`src/rtl/wave_capture.sv`:
```
// Zero-crossing triggered capture of an 18-bit sample stream into a double-buffered
// 2 x 2**DEPTH_LOG2 x 8 RAM, handed to the wave display when it reports idle.
module wave_capture #(
  parameter int SAMPLE_WIDTH = 18,
  parameter int DEPTH_LOG2   = 8,
  parameter int TIMEOUT      = 1024
) (
  input  logic                    clk,
  input  logic                    reset,
  input  logic                    new_sample_ready,
  input  logic [SAMPLE_WIDTH-1:0] new_sample_in,
  input  logic                    wave_display_idle,
  input  logic [DEPTH_LOG2-1:0]   read_address,
  output logic [7:0]              read_sample,
  output logic                    read_index,
  output logic                    capture_done,
  output logic [1:0]              state
);

  localparam int                    TW           = (TIMEOUT > 1) ? $clog2(TIMEOUT) : 1;
  localparam logic [TW-1:0]         TIMEOUT_LAST = TW'(TIMEOUT - 1);
  localparam logic [DEPTH_LOG2-1:0] ADDR_LAST    = '1;
  localparam int                    RAM_WORDS    = 2 ** (DEPTH_LOG2 + 1);

  typedef enum logic [1:0] {
    ST_ARMED  = 2'b00,
    ST_ACTIVE = 2'b01,
    ST_WAIT   = 2'b10
  } state_e;

  state_e                state_q, state_d;
  logic                  write_bank_q, write_bank_d;
  logic [DEPTH_LOG2-1:0] write_addr_q, write_addr_d;
  logic [TW-1:0]         timeout_cnt_q, timeout_cnt_d;
  logic                  prev_neg_q, prev_neg_d;
  logic [7:0]            read_sample_q;

  logic [7:0]            mem [0:RAM_WORDS-1];
  logic                  we;
  logic [DEPTH_LOG2:0]   waddr;
  logic [7:0]            wdata;
  logic                  sample_neg;
  logic                  crossing;

  assign sample_neg = new_sample_in[SAMPLE_WIDTH-1];
  assign crossing   = new_sample_ready && prev_neg_q && !sample_neg;
  // Top 8 bits with the sign flipped: signed sample -> offset-binary display byte.
  assign wdata      = {~new_sample_in[SAMPLE_WIDTH-1], new_sample_in[SAMPLE_WIDTH-2 -: 7]};

  // NOTE: every signal written here gets a default first, so no path infers a latch.
  always_comb begin
    state_d       = state_q;
    write_bank_d  = write_bank_q;
    write_addr_d  = write_addr_q;
    timeout_cnt_d = timeout_cnt_q;
    prev_neg_d    = new_sample_ready ? sample_neg : prev_neg_q;
    we            = 1'b0;
    waddr         = {write_bank_q, write_addr_q};
    capture_done  = 1'b0;

    unique case (state_q)
      ST_ARMED: begin
        if (new_sample_ready) begin
          if (crossing || (timeout_cnt_q == TIMEOUT_LAST)) begin
            we            = 1'b1;
            waddr         = {write_bank_q, {DEPTH_LOG2{1'b0}}};
            write_addr_d  = DEPTH_LOG2'(1);
            timeout_cnt_d = '0;
            state_d       = ST_ACTIVE;
          end else begin
            timeout_cnt_d = timeout_cnt_q + TW'(1);
          end
        end
      end
      ST_ACTIVE: begin
        if (new_sample_ready) begin
          we           = 1'b1;
          write_addr_d = write_addr_q + DEPTH_LOG2'(1);
          if (write_addr_q == ADDR_LAST) begin
            capture_done = 1'b1;
            state_d      = ST_WAIT;
          end
        end
      end
      ST_WAIT: begin
        // Swap only while the display is not drawing, so it never sees a torn bank.
        if (wave_display_idle) begin
          write_bank_d = ~write_bank_q;
          state_d      = ST_ARMED;
        end
      end
      default: state_d = ST_ARMED;
    endcase
  end

  // NOTE: sequential state uses non-blocking assignments so all flops update together.
  always_ff @(posedge clk or negedge reset) begin
    if (!reset) begin
      state_q       <= ST_ARMED;
      write_bank_q  <= 1'b0;
      write_addr_q  <= '0;
      timeout_cnt_q <= '0;
      prev_neg_q    <= 1'b0;
      read_sample_q <= '0;
    end else begin
      state_q       <= state_d;
      write_bank_q  <= write_bank_d;
      write_addr_q  <= write_addr_d;
      timeout_cnt_q <= timeout_cnt_d;
      prev_neg_q    <= prev_neg_d;
      read_sample_q <= mem[{~write_bank_q, read_address}];
    end
  end

  // NOTE: the RAM array has no reset so it can map onto a block RAM; contents survive reset.
  always_ff @(posedge clk) begin
    if (we) mem[waddr] <= wdata;
  end

  assign read_sample = read_sample_q;
  assign read_index  = ~write_bank_q;
  assign state       = state_q;

endmodule
```
`config.mk`:
```
export PLATFORM = sky130hd
export DESIGN_NAME = wave_capture
export DESIGN_NICKNAME = d
export VERILOG_FILES = /design/src/rtl/wave_capture.sv
export SDC_FILE = /design/constraint.sdc
export NUM_CORES = 2
export LEC_CHECK = 0
export BUFFER_PORTS_ARGS = -buffer_cell sky130_fd_sc_hd__buf_2
export CAP_MARGIN = 20
export CORE_ASPECT_RATIO = 0.9
export CORE_MARGIN = 10
export CORE_UTILIZATION = 35
export CTS_BUF_LIST = sky130_fd_sc_hd__clkbuf_4 sky130_fd_sc_hd__clkbuf_8 sky130_fd_sc_hd__clkbuf_16
export DETAILED_ROUTE_END_ITERATION = 12
export PLACE_DENSITY_LB_ADDON = 0.1
export SKIP_CTS_REPAIR_TIMING = 1
export SYNTH_ARGS = -nofsm -noshare
export SYNTH_HDL_FRONTEND = slang
export SYNTH_SLANG_ARGS = --single-unit
```
`constraint.sdc`:
```
create_clock -name clk -period 4.45 [get_ports clk]
set_clock_uncertainty 0.1 [all_clocks]
set_input_delay 0.89 -clock clk [delete_from_list [all_inputs] [get_ports clk]]
set_output_delay 0.89 -clock clk [all_outputs]
set_load 0.03 [all_outputs]
```
==> impl_metrics.csv <==
group,metric,value,unit
setup_path,rr_endpoint,"read_sample[0]$_DFF_PN0_",
finish,area_growth,17.84,%
worst_hold_path,hp-start,"wave_display_idle",
setup_path,required,3460,ps
finish,layout-drive-gt1-share,27.08,%
worst_hold_path,whs_path_depth,2,
routing,wl_per_cell,31.45,microns
global_routing,met2_usage,31.52,%
setup_path,worstPathArrival,3150,ps
sta,rsz0062_at_grt,"false",
sta,setup_slack,311.1,ps
routing,via_per_inst,5.421,
finish,seqCellArea,123700,sq um
die,die_x,737.9,microns
setup_path,cp_max_fo,9,
routing,ant_nets,0,
power,power_density,438.9,nW/um^2
placement,dpl.hpwl,324700,microns
setup_path,rr_worst_depth,9,
power,peakVddDrop,0.0003681,V
clock_network,numCtsBuffers,436,
sta,tightest_slew,1136,ps
clock_network,tritoncts,"yes",
power,power,83.97,mW
global_routing,busiest_layer,"met2",
synthesis,syn_area,162300,sq um
setup_path,cp-end-kind,"output port",
synthesis,syn_avg_cell_area,19.76,sq um
setup_path,critPathLaunchType,"flop",
synthesis,yosys.area.top_type,"edfxtp_1",
die,rows,237,
die,dieArea,491500,sq um
setup_path,crit_buf_inv,2,
setup_path,crit_top_cell,"nor2_1",
sta,relSlewSlack,22.32,%
global_routing,grt_max_degree,156,
setup_path,critical_path.top_delay_family,"simple AND/OR/NAND/NOR gates",
routing,drtIter0Drc,8668,
sta,hold_violations,0,
global_routing,grt_pass1_wl,692900,microns
job,maxCapViolations,0,
sta,slew_viol_final,0,
global_routing,gr-usage-all-layers,19.68,%
setup_path,reg2reg_slack,630,ps
routing,via_count,85450,
die,initial_core_util,35.09,%
synthesis,syn_nets,8246,
worst_hold_path,hold_class,"in -> reg",
synthesis,synth_top_area_share,75.76,%
die,die_y,666.1,microns
power,p_leak,62.54,nW
clock_network,clkTransAtPathRegs,60,ps
sta,fin_crit_sh,93.01,%
sta,fmax,241.6,MHz
placement,place_congestion,0.8610,
placement,dp_slack,-344.4,ps
setup_path,cp_slowest_cell,"and2_1",
clock_network,htreeDepth,5,
global_routing,grt_util_met3,2.595,%
sta,setup_viol,0,
placement,place_inst,14970,
finish,final_cells,15760,
synthesis,synth_area_leaders,"edfxtp_1 76%, mux4_2 9.5%, mux2i_1 4.1%",
finish,nNetsFinal,9345,
finish,fillCellCount,41020,
placement,io_buffers,31,
clock_network,cts_sinks,4126,
die,coreArea,462600,sq um
clock_network,clock_latency,1020,ps
global_routing,grt.overflow.total,0,
synthesis,ys.flop_type,"edfxtp_1",
global_routing,antenna_found_initial,32,
sta,period_minus_slack,4139,ps
routing,drc,0,
die,io_pins,42,
setup_path,max_stage_delay,510,ps
finish,fin_area,191300,sq um
sta,fin_setup_tns,0,ps
synthesis,async_reset_ff_share,0.7271,%
global_routing,met1_usage,28.51,%
routing,routed_wl,495700,microns
setup_path,rr_startpoint,"write_bank_q$_DFFE_PN0P_",
synthesis,ys_types,78,
clock_network,clockBufferDepth,4,
global_routing,grt_pass1_vias,86840,
synthesis,synth_edf_count,4096,
synthesis,seq_area_frac_synth,76.23,%
setup_path,criticalPathCategory,"reg -> out",
routing,dr.pass1.iters,6,
status,status,"finished, final reports clean",
synthesis,ys_ff_latch,4126,
synthesis,syn_inst,8214,
placement,placed_area,177400,sq um
setup_path,worstPathCellList,"and2_1 > nand2_1 > nor2_1 > nand4_1 > nor2_1 > buf_4 > buf_2",
clock_network,cts_root_buffer,"clkbuf_16",
finish,multi_input_area,35360,sq um
synthesis,ys_warn_count,0,
worst_hold_path,worstHoldEndpoint,"state[1]$_DFFE_PN0P_",
through the flow:
step                      util [%]  hold WS [ps]
final                        41.36         143.8
after global routing         41.35         100.5
after CTS                    41.35        -138.1
after detailed placement     38.36         400.9
after global placement       38.35         396.3
after floorplan                  -         367.3
logic make-up (layout without fill, tap and decap cells):
logic type      Yosys count  count (layout)  synth area share [%]
simple gates           1291            1291                 3.604
flops                  4126            4126                 76.23
xor+xnor                  8               8               0.04316
other cells               0               8                     0
fa+ha+maj                 2               2               0.01541
mux                    1412            1412                 14.37
buf+inv                 529            1975                 2.080
compound gates          846             846                 3.662
worst max path at each step:
| stage | slack, ps | depth (start not counted) | endpoint | from |
|---|---|---|---|---|
| after global placement | -820 | 12 | read_sample[1]$_DFF_PN0_ | read_address[1] |
| final | 310 | 7 | capture_done | write_addr_q[2]$_DFFE_PN0P_ |
| after CTS | 220 | 7 | capture_done | write_addr_q[2]$_DFFE_PN0P_ |
| after floorplan | -990 | 1 | mem[0][7]$_DFFE_PP_ | new_sample_in[17] |
| after global routing | 170 | 7 | capture_done | write_addr_q[2]$_DFFE_PN0P_ |
| after detailed placement | -340 | 11 | read_sample[0]$_DFF_PN0_ | read_address[0] |
metal layers:
layer / up-vias / share of wire [%] / wire [microns]
li1: 36340 / - / -
met3: 639 / 5.5 / 27170
met2: 2504 / 47 / 233000
met1: 45960 / 45 / 222500
met5: - / 0.0026 / 13
met4: 2 / 2.6 / 13040
cells in the final DEF, fill, tap and decap left out, drive strengths merged, types with 25 or more instances in the layout:
cell     count
buf       1177
dfrtp       30
edfxtp    4096
mux2        26
bufinv      26
nor4        58
nor3       164
o21ai      103
and2        25
mux4       722
clkinv     187
nor2       622
nand3       46
o221ai     231
clkbuf     556
nand4       37
a21oi      129
o22ai      187
nand2      210
a2111oi     38
a211oi      59
mux2i      664
registers in the layout, summed over array words and instances, names as in the netlist:
signal,count
timeout_cnt_q,10
read_sample,8
state,2
prev_neg_q,1
write_addr_q,8
write_bank_q,1
mem,4096
area by class of cell:
type	count	share of cell area [%]
flip-flops and latches	4126	64.68
multi-input cells	3559	18.48
clock buffers	554	6.231
repair buffers	1180	5.576
well taps	6094	3.986
clock inverters	231	1.003
inverters	10	0.02812
diodes	8	0.01046
synthesized netlist by cell type (all sizes together) (4+ instances only):
master and n:
and2 25, and4 6, nand2 210, o22ai 187
nand2b 19, nor4 58, nand4 37, nor2 622
clkbuf 231, or4 10, a21oi 129, o221ai 231
o21ai 103, edfxtp 4096, o21a 9, nor3b 8
a2bb2oi 5, or2 12, buf 288, xor2 6
or3 20, a211o 4, nor3 164, inv 10
a22o 7, mux2i 664, a31oi 14, a2111oi 38
a211oi 59, nor2b 9, nand3b 5, a22oi 15
nand3 46, o32ai 10, nor4b 4, dfrtp 30
mux2 26, a221oi 4, o211ai 6, and3 22
mux4 722
where the power goes:
| part | total (mW) | internal (mW) | switching (mW) |
|---|---|---|---|
| sequential | 43.0 | 42.9 | 0.139 |
| clock | 35.5 | 20.4 | 15.2 |
| combinational | 5.41 | 1.76 | 3.65 |
| total | 84.0 | 65.0 | 19.0 |
No activity file was read; power rests on OpenSTA's default activity.
